`config.mk`:
```
export PLATFORM = sky130hd
export DESIGN_NAME = instr_stream_encoder_flat
export DESIGN_NICKNAME = d
export VERILOG_FILES = /design/src/rtl/instr_stream_encoder_if.sv /design/src/rtl/instr_stream_encoder.sv /design/src/flat_wrapper.sv
export SDC_FILE = /design/constraint.sdc
export NUM_CORES = 1
export LEC_CHECK = 0
export CORE_MARGIN = 5
export CORE_UTILIZATION = 43
export DETAILED_ROUTE_END_ITERATION = 16
export GPL_ROUTABILITY_DRIVEN = 0
export PLACE_DENSITY = 0.8
export SYNTH_ARGS = -nofsm -noshare
export SYNTH_HDL_FRONTEND = slang
export SYNTH_SLANG_ARGS = --single-unit
```
`constraint.sdc`:
```
create_clock -name clk -period 1.97 [get_ports clk]
set_input_delay 0.197 -clock clk [delete_from_list [all_inputs] [get_ports clk]]
set_output_delay 0.197 -clock clk [all_outputs]
set_load 0.005 [all_outputs]
```
`src/rtl/instr_stream_encoder_if.sv`:
```
`default_nettype none
// ============================================================================
// Interface : instr_stream_encoder_if
// Purpose   : Symbolic RV32I instruction stream with valid/ready handshake.
// Revision  : 1.0 - initial release
// ============================================================================
interface instr_stream_encoder_if;
   logic        in_valid;
   logic        in_ready;
   logic        in_last;
   logic [4:0]  op_sel;
   logic [4:0]  rd;
   logic [4:0]  rs1;
   logic [4:0]  rs2;
   logic [12:0] imm;

   modport master (
      output in_valid, in_last, op_sel, rd, rs1, rs2, imm,
      input  in_ready
   );

   modport slave (
      input  in_valid, in_last, op_sel, rd, rs1, rs2, imm,
      output in_ready
   );
endinterface
`default_nettype wire

```
`src/rtl/instr_stream_encoder.sv`:
```
`default_nettype none
// ============================================================================
// Module   : instr_stream_encoder
// Purpose  : Encodes symbolic RV32I instructions into machine words and writes
//            them to instruction memory sequentially from word 0.
// Options  : ENC_NOP_PAD_EN - after the last instruction, fill the remaining
//            words with NOP before signalling done.
// Revision : 1.0 - initial release
// ============================================================================
module instr_stream_encoder #(
   parameter int AW    = 8,
   parameter int DEPTH = 256
) (
   input  wire                   clk,
   input  wire                   rst_n,
   input  wire                   start,
   instr_stream_encoder_if.slave s_in,
   output logic                  imem_we,
   output logic [AW-1:0]         imem_addr,
   output logic [31:0]           imem_wdata,
   output logic                  done,
   output logic                  err,
   output logic [1:0]            err_code,
   output logic [AW:0]           count
);

   localparam logic [AW:0] c_depth       = (AW+1)'(DEPTH);
   localparam logic [1:0]  c_err_illegal = 2'd1;
   localparam logic [1:0]  c_err_range   = 2'd2;
   localparam logic [1:0]  c_err_ovf     = 2'd3;
`ifdef ENC_NOP_PAD_EN
   localparam logic [31:0] c_nop         = 32'h0000_0013;

   typedef enum logic [2:0] {
      ST_IDLE = 3'd0, ST_LOAD = 3'd1, ST_PAD = 3'd2, ST_FULL = 3'd3, ST_ERR = 3'd4
   } state_t;
`else
   typedef enum logic [2:0] {
      ST_IDLE = 3'd0, ST_LOAD = 3'd1, ST_FULL = 3'd3, ST_ERR = 3'd4
   } state_t;
`endif

   typedef enum logic [2:0] {
      F_R = 3'd0, F_I = 3'd1, F_SH = 3'd2, F_LD = 3'd3,
      F_ST = 3'd4, F_BR = 3'd5, F_BAD = 3'd6
   } fmt_t;

   state_t      r_state;
   state_t      w_next;
   logic [AW-1:0] r_ptr;
   logic        r_final;
   logic        w_hs;
   logic [AW:0] w_cnt_inc;
   fmt_t        w_fmt;
   logic [2:0]  w_f3;
   logic        w_alt;
   logic [31:0] w_enc;
   logic        w_range_err;
   logic        w_write;
   logic [31:0] w_wdata;
   logic        w_final;
   logic        w_err_set;
   logic [1:0]  w_err_code;

   assign s_in.in_ready = (r_state == ST_LOAD) && (count < c_depth) && !start;
   assign w_hs          = s_in.in_valid && s_in.in_ready;
   assign w_cnt_inc     = count + 1'b1;

   // Mnemonic code -> format, funct3 and the funct7[5] "alternate" bit
   always_comb begin
      w_fmt = F_BAD;
      w_f3  = 3'b000;
      w_alt = 1'b0;
      case (s_in.op_sel)
         5'd0:  begin w_fmt = F_R;  w_f3 = 3'b000; end
         5'd1:  begin w_fmt = F_R;  w_f3 = 3'b000; w_alt = 1'b1; end
         5'd2:  begin w_fmt = F_R;  w_f3 = 3'b001; end
         5'd3:  begin w_fmt = F_R;  w_f3 = 3'b100; end
         5'd4:  begin w_fmt = F_R;  w_f3 = 3'b101; end
         5'd5:  begin w_fmt = F_R;  w_f3 = 3'b101; w_alt = 1'b1; end
         5'd6:  begin w_fmt = F_R;  w_f3 = 3'b110; end
         5'd7:  begin w_fmt = F_R;  w_f3 = 3'b111; end
         5'd8:  begin w_fmt = F_I;  w_f3 = 3'b000; end
         5'd9:  begin w_fmt = F_SH; w_f3 = 3'b001; end
         5'd10: begin w_fmt = F_SH; w_f3 = 3'b101; end
         5'd11: begin w_fmt = F_SH; w_f3 = 3'b101; w_alt = 1'b1; end
         5'd12: begin w_fmt = F_I;  w_f3 = 3'b110; end
         5'd13: begin w_fmt = F_I;  w_f3 = 3'b111; end
         5'd14: begin w_fmt = F_LD; w_f3 = 3'b000; end
         5'd15: begin w_fmt = F_LD; w_f3 = 3'b001; end
         5'd16: begin w_fmt = F_LD; w_f3 = 3'b010; end
         5'd17: begin w_fmt = F_ST; w_f3 = 3'b000; end
         5'd18: begin w_fmt = F_ST; w_f3 = 3'b001; end
         5'd19: begin w_fmt = F_ST; w_f3 = 3'b010; end
         5'd20: begin w_fmt = F_BR; w_f3 = 3'b000; end
         5'd21: begin w_fmt = F_BR; w_f3 = 3'b001; end
         5'd22: begin w_fmt = F_BR; w_f3 = 3'b100; end
         5'd23: begin w_fmt = F_BR; w_f3 = 3'b101; end
         5'd24: begin w_fmt = F_BR; w_f3 = 3'b110; end
         5'd25: begin w_fmt = F_BR; w_f3 = 3'b111; end
         default: w_fmt = F_BAD;
      endcase
   end

   always_comb begin
      w_enc       = 32'd0;
      w_range_err = 1'b0;
      case (w_fmt)
         F_R:  w_enc = {1'b0, w_alt, 5'd0, s_in.rs2, s_in.rs1, w_f3, s_in.rd, 7'b0110011};
         F_I: begin
            w_enc       = {s_in.imm[11:0], s_in.rs1, w_f3, s_in.rd, 7'b0010011};
            w_range_err = s_in.imm[12] != s_in.imm[11];
         end
         F_SH: begin
            w_enc       = {1'b0, w_alt, 5'd0, s_in.imm[4:0], s_in.rs1, w_f3, s_in.rd, 7'b0010011};
            w_range_err = |s_in.imm[12:5];
         end
         F_LD: begin
            w_enc       = {s_in.imm[11:0], s_in.rs1, w_f3, s_in.rd, 7'b0000011};
            w_range_err = s_in.imm[12] != s_in.imm[11];
         end
         F_ST: begin
            w_enc       = {s_in.imm[11:5], s_in.rs2, s_in.rs1, w_f3, s_in.imm[4:0], 7'b0100011};
            w_range_err = s_in.imm[12] != s_in.imm[11];
         end
         F_BR: begin
            w_enc       = {s_in.imm[12], s_in.imm[10:5], s_in.rs2, s_in.rs1, w_f3,
                           s_in.imm[4:1], s_in.imm[11], 7'b1100011};
            w_range_err = s_in.imm[0];
         end
         default: ;
      endcase
   end

   // start overrides every state, so nothing below it may write or flag errors
   always_comb begin
      w_next     = r_state;
      w_write    = 1'b0;
      w_wdata    = w_enc;
      w_final    = 1'b0;
      w_err_set  = 1'b0;
      w_err_code = c_err_illegal;
      if (start) begin
         w_next = ST_LOAD;
      end else begin
         case (r_state)
            ST_LOAD: begin
               if (w_hs) begin
                  if (w_fmt == F_BAD) begin
                     w_err_set  = 1'b1;
                     w_err_code = c_err_illegal;
                     w_next     = ST_ERR;
                  end else if (w_range_err) begin
                     w_err_set  = 1'b1;
                     w_err_code = c_err_range;
                     w_next     = ST_ERR;
                  end else begin
                     w_write = 1'b1;
                     if (s_in.in_last) begin
`ifdef ENC_NOP_PAD_EN
                        if (w_cnt_inc == c_depth) begin
                           w_final = 1'b1;
                           w_next  = ST_IDLE;
                        end else begin
                           w_next  = ST_PAD;
                        end
`else
                        w_final = 1'b1;
                        w_next  = ST_IDLE;
`endif
                     end else if (w_cnt_inc == c_depth) begin
                        w_final = 1'b1;
                        w_next  = ST_FULL;
                     end
                  end
               end
            end
`ifdef ENC_NOP_PAD_EN
            ST_PAD: begin
               w_write = 1'b1;
               w_wdata = c_nop;
               if (w_cnt_inc == c_depth) begin
                  w_final = 1'b1;
                  w_next  = ST_IDLE;
               end
            end
`endif
            ST_FULL: begin
               if (s_in.in_valid && !s_in.in_last) begin
                  w_err_set  = 1'b1;
                  w_err_code = c_err_ovf;
                  w_next     = ST_ERR;
               end
            end
            default: ;
         endcase
      end
   end

   always_ff @(posedge clk or negedge rst_n) begin
      if (!rst_n) r_state <= ST_IDLE;
      else        r_state <= w_next;
   end

   // done trails the final write by one cycle via r_final
   always_ff @(posedge clk or negedge rst_n) begin
      if (!rst_n) begin
         imem_we    <= 1'b0;
         imem_addr  <= '0;
         imem_wdata <= 32'd0;
         r_ptr      <= '0;
         count      <= '0;
         r_final    <= 1'b0;
         done       <= 1'b0;
         err        <= 1'b0;
         err_code   <= 2'd0;
      end else begin
         imem_we <= w_write;
         r_final <= w_write && w_final;
         done    <= r_final;
         if (w_write) begin
            imem_addr  <= r_ptr;
            imem_wdata <= w_wdata;
            r_ptr      <= r_ptr + 1'b1;
            count      <= w_cnt_inc;
         end
         if (start) begin
            r_ptr    <= '0;
            count    <= '0;
            err      <= 1'b0;
            err_code <= 2'd0;
         end else if (w_err_set) begin
            err      <= 1'b1;
            err_code <= w_err_code;
         end
      end
   end

endmodule
`default_nettype wire

```
`src/flat_wrapper.sv`:
```
// flat-port wrapper written by rule: the top's interface ports become plain ports
module instr_stream_encoder_flat 
#(
   parameter int AW    = 8,
   parameter int DEPTH = 256
)
  (clk, rst_n, start, imem_we, imem_addr, imem_wdata, done, err, err_code, count, s_in_in_valid, s_in_in_last, s_in_op_sel, s_in_rd, s_in_rs1, s_in_rs2, s_in_imm, s_in_in_ready);
  instr_stream_encoder_if s_in_i ();
  input  wire clk;
  input  wire rst_n;
  input  wire start;
  output logic imem_we;
  output logic [AW-1:0] imem_addr;
  output logic [31:0] imem_wdata;
  output logic done;
  output logic err;
  output logic [1:0] err_code;
  output logic [AW:0] count;
  input wire logic [$bits(s_in_i.in_valid)-1:0] s_in_in_valid;
  input wire logic [$bits(s_in_i.in_last)-1:0] s_in_in_last;
  input wire logic [$bits(s_in_i.op_sel)-1:0] s_in_op_sel;
  input wire logic [$bits(s_in_i.rd)-1:0] s_in_rd;
  input wire logic [$bits(s_in_i.rs1)-1:0] s_in_rs1;
  input wire logic [$bits(s_in_i.rs2)-1:0] s_in_rs2;
  input wire logic [$bits(s_in_i.imm)-1:0] s_in_imm;
  output wire logic [$bits(s_in_i.in_ready)-1:0] s_in_in_ready;
  assign s_in_i.in_valid = s_in_in_valid;
  assign s_in_i.in_last = s_in_in_last;
  assign s_in_i.op_sel = s_in_op_sel;
  assign s_in_i.rd = s_in_rd;
  assign s_in_i.rs1 = s_in_rs1;
  assign s_in_i.rs2 = s_in_rs2;
  assign s_in_i.imm = s_in_imm;
  assign s_in_in_ready = s_in_i.in_ready;
  instr_stream_encoder #(.AW(AW), .DEPTH(DEPTH)) u_core (.clk(clk), .rst_n(rst_n), .start(start), .s_in(s_in_i), .imem_we(imem_we), .imem_addr(imem_addr), .imem_wdata(imem_wdata), .done(done), .err(err), .err_code(err_code), .count(count));
endmodule
```
==> qor.txt <==
Slew Limit Fails = 0
Hold Crit Class = in2reg
Compound-Gate Fraction of Synth Area = 0.191
Placed Area = 4530 sq um
Startpoint types = input pin
CP Max Fanout = 5
Min-delay src = s_in_imm[7]
Vias in the first global route = 3147
Maximum vdd drop = 0.536 mV
First-pass GRT wire length = 15.3 mm
Layout cells sized above 1 = 0.249
FP Rows = 31
Reg clk slew, reported paths = 0.07 ns
Clock Tree Buf Depth = 2
Top cells by count, synth = 63 x dfrtp_1, 33 x o21ai_0, 20 x mux2_2, 16 x a21oi_1, 16 x nand3_1
Clk Latency, worst-skew pair = 0.34 ns
Synth Flop Type = dfrtp_1
Setup CP Type = in2reg
Starting DRC count in detailed routing = 174
Boundary Pins = 93
CTS tree = yes
Ant diodes = 0
Post-Syn Area = 3270 sq um
Starting Density = 0.446
P per Cell Area = 770 nW/um^2
Clk sinks = 63
Post-route cell area = 5020 sq um
Core area = 7330 sq um
Tcrit/Tclk final = 1.00
Synth Instances = 323
YS warnings = 0
H-tree levels = 3
Post-Synth Adder-Cell Area = 0.0115
Min cycle time layout = 1.97 ns
Top cells by area, synth = dfrtp_1 48%, mux2_2 6.9%, o21ai_0 5.0%
Synth async-reset ratio = 1.00
Util after Layout = 0.685
Leak = 2.21 nW
Endpoint, Worst Hold = u_core.imem_wdata[27]
Required @ worst endpoint = 2.24 ns
Total CTS buffers = 9
Final Hold Viols = 0
Setup-failing EPs final = 0
Post-DP HPWL = 6.63 mm
Largest net degree at the start of global routing = 64
Nets@finish = 502
Area growth, synth to finish = 53.5%
R2r setup slk = 0.05 ns
DRT Pass-1 Iters = 5
Largest family of logic cells by synthesized area = compound AO/OA/AOI/OAI gates
Remaining DRCs = 0
Seq/Total Area, Yosys = 0.482
Most frequent cell after synthesis = dfrtp_1
Distinct cells, synth = 50
Reg2reg start = u_core.r_state[2]
Worst reg-to-reg path cell count = 7
Fin Hold WS = 0.212 ns
CP arrival = 2.24 ns
Total number of vias = 3192
Mean Syn Cell Area = 10.1 sq um
Cell accounting for the most synthesized area = dfrtp_1
EDFF count, synth = 0
Die area = 9450 sq um
Die width = 97.2 um
#FFs+latches synth = 63
Yosys top cell area share = 0.482
Root Driver = clkbuf_8
Status = completed
Crit end category = flop
Total of max-cap violations = 0
Vias/cell = 5.65
Fmax achieved = 508 MHz
Hold path depth = 3
Antenna violations before repair = 0
Gr usage total = 0.198
Mux cell area share after synthesis = 0.0819
WL final = 9.60 mm
Clock Skew = 0.00682 ns
Xor/xnor share of the synthesized area = 0.00268
Post-synthesis simple-gate area fraction = 0.178
Grt total ovfl = 0
Die height = 97.2 um
Post-route ant nets = 0
Reg2reg end = u_core.imem_wdata[12]
Port Buffers = 90
DR WL/cell = 17.0 um
## worst max path at each step
stage	from	endpoint	slack, ns	depth (start not counted)
floorplan	s_in_op_sel[2]	u_core.imem_wdata[13]	0.003	8
global placement	s_in_imm[11]	u_core.r_ptr[0]	-0.71	9
detailed placement	s_in_imm[11]	u_core.count[0]	-0.77	9
CTS	s_in_op_sel[2]	u_core.r_ptr[6]	-0.01	6
global route	u_core.count[4]	u_core.r_state[1]	-0.03	5
finish	s_in_imm[10]	u_core.r_ptr[7]	0.0006	6
## registers in the layout, summed over array words and instances (netlist names)
register,count
u_core.count,9
u_core.err_code,2
u_core.done,1
u_core.imem_we,1
u_core.r_ptr,8
u_core.r_final,1
u_core.r_state,3
u_core.imem_wdata,29
u_core.imem_addr,8
u_core.err,1
## per-layer routing
layer,GRT usage,vias to the layer above,share of wire
li1,-,1474,-
met1,0.251,1526,0.40
met2,0.322,164,0.48
met3,0.0517,28,0.087
met4,0.0799,0,0.030
met5,0,-,0
## power by group
group,leakage (nW),total [mW],internal (mW),switching (mW)
sequential,0.822,1.60,1.48,0.122
clock,0.104,1.19,0.710,0.477
combinational,1.29,1.08,0.661,0.414
## kinds of logic after synthesis
family,Yosys count
simple gates,104
compound gates,93
flops,63
buf+inv,34
mux,24
fa+ha+maj,3
other cells,1
xor+xnor,1
## worst max-delay path, cell delays in order
cell and delay, ns:
clkdlybuf4s50_1 0.50, nor3_2 0.31, a211oi_4 0.12, a221o_2 0.41, or4_4 0.57, a21oi_2 0.13
## repair_timing
| item | CTS | global route |
|---|---|---|
| cloned | 2 | 0 |
| hold endpoints to repair | 63 | 0 |
| setup buffers | 7 | 3 |
| resized for setup | 19 | 25 |
| hold buffers | 1 | 0 |
| setup endpoints to repair | 52 | 48 |
| pin swaps | 7 | 12 |
## stage by stage
| stage | power [mW] | std cells | worst slack, ns | setup TNS, ns |
|---|---|---|---|---|
| global placement | 2.59 | 536 | -0.711 | -25.29 |
| global route | 4.05 | 565 | -0.0281 | -0.238 |
| floorplan | 1.96 | 324 | 0.00300 | 0 |
| detailed placement | 2.61 | 536 | -0.765 | -30.03 |
| finish | 3.87 | 565 | 0.000649 | 0 |
| CTS | 3.88 | 562 | -0.0107 | -0.0107 |
## cell usage in the layout (no fill, tap or decap), types with 4 or more instances in the layout
cell | Yosys | layout
mux2_2 | 20 | 20
o21ai_0 | 33 | 31
nand4_1 | 5 | 5
nor2_1 | 14 | 13
or4_1 | 6 | 4
a31oi_1 | 5 | 5
nor4_1 | 5 | 5
dlymetal6s2s_1 | 0 | 8
a21oi_1 | 16 | 12
nand2b_1 | 13 | 13
nor3_1 | 5 | 4
nor2b_1 | 9 | 9
buf_4 | 3 | 52
nand2_1 | 14 | 13
a221o_1 | 9 | 9
inv_1 | 9 | 9
clkdlybuf4s50_1 | 0 | 78
dfrtp_1 | 63 | 63
clkbuf_8 | 0 | 9
nand3_1 | 16 | 16
and2_1 | 5 | 4
a22oi_1 | 7 | 7
## layout make-up
cell class | count | area, sq um
fillers | 539 | 2310
multi-input cells | 228 | 1640
flip-flops and latches | 63 | 1580
repair buffers | 149 | 1430
clock buffers | 12 | 135
well taps | 99 | 124
clock inverters | 4 | 70.1
inverters | 10 | 42.5
No activity file was read; power rests on OpenSTA's default activity.
==> edit, RTL diff (same flow settings) <==
`AW` is set to 8 in 2 places; all go to 9.
--- a/src/rtl/instr_stream_encoder.sv
+++ b/src/rtl/instr_stream_encoder.sv
@@ -10,3 +10,3 @@
 module instr_stream_encoder #(
-   parameter int AW    = 8,
+   parameter int AW    = 9,
    parameter int DEPTH = 256
--- a/src/flat_wrapper.sv
+++ b/src/flat_wrapper.sv
@@ -3,3 +3,3 @@
 #(
-   parameter int AW    = 8,
+   parameter int AW    = 9,
    parameter int DEPTH = 256
Ports: changed (resized count and imem_addr); port bits go from 93 to 95. No check against the original RTL was run, so the function may have changed too.
==> edit against the unedited design <==
  * Global-route usage rose by 0.70 points
  * Hold slack improved by 0.10 ns
  * Combinational power fell by 6%
  * Worst setup slack improved by 0.020 ns
  * Design area rose by 0.20%
  * Power fell by 1.8%
  * Sequential cell count rose by 3
  * Wire length rose by 2.6%
  * Count of clock-buffer cells in the layout fell by 2
  * Via count rose by 2.7%
  * Maximum frequency rose by 1.0%
  * Synthesized area rose by 2.9%
  * Clock power fell by 4%
  * Largest cell class is now sequential cells
  * Largest power group unchanged
  * Highest routed layer unchanged
==> edit: results (changes against the unedited design) <==
met3_usage_pct: 4.67  # -0.50 points
syn_inst: 350  # +8.4%
wire_per_inst_um: 16.6  # -2.4%
skew_ns: 0.0100  # +0.00322 ns
first_pass_iters: 4  # -1
seqCellArea_mm2: 0.00165  # +4.8%
worst_path_max_delay_cell: "or4_1"
powerSeq_uw: 1650  # +3%
place_inst: 577  # +7.6%
fin_hold_ws_ns: 0.313  # +0.102 ns
synth-seq-area-share_pct: 49.1  # +0.87 points
met2_usage_pct: 33.7  # +1.5 points
synth_area_leaders: "dfrtp_1 (49%), mux2_2 (5.4%), nand2_1 (4.9%)"
synth.distinct_cells: 55  # +10%
cp_max_fo: 2  # -3
drive_gt1_share_pct: 23.0  # -1.9 points
multi_input_cells: 249  # +9.2%
synth-compound-area-share_pct: 19.5  # +0.35 points
placed_area_mm2: 0.00476  # +5.1%
p_comb_uw: 1010  # -6%
port-buffer-count: 92  # +2.2%
vias: 3277  # +2.7%
status: "finished, final reports clean"
max_freq_ghz: 0.513  # +1.0%
nNetsFinal: 529  # +5.4%
multi_input_area_mm2: 0.00161  # -1.9%
first_global_vias: 3433  # +9.1%
first_iter_violations: 222  # +28%
edit: path summary, 6_finish.rpt:
path                       depth (start not counted)                   startpoint                                 to
setup / recovery                                   4  u_core.count[6]$_DFFE_PN0P_      u_core.r_state[1]$_DFFE_PN0P_
hold / removal                                     3                 s_in_imm[12]  u_core.imem_wdata[31]$_DFFE_PN0P_
setup reg to reg                                   4  u_core.count[6]$_DFFE_PN0P_      u_core.r_state[1]$_DFFE_PN0P_
hold reg to reg                                    0     u_core.r_final$_DFF_PN0_              u_core.done$_DFF_PN0_
max in group asynchronous                          3                        rst_n  u_core.imem_wdata[27]$_DFFE_PN0P_
min in group asynchronous                          2                        rst_n  u_core.imem_wdata[19]$_DFFE_PN0P_
edit: what timing repair did:
action	in CTS	in global routing
cloned	1	0
buffers inserted	0	0
pin swaps	7	2
hold buffers	1	0
resized for setup	11	6
endpoints found under the hold margin	22	0
endpoints found under the setup margin	33	51
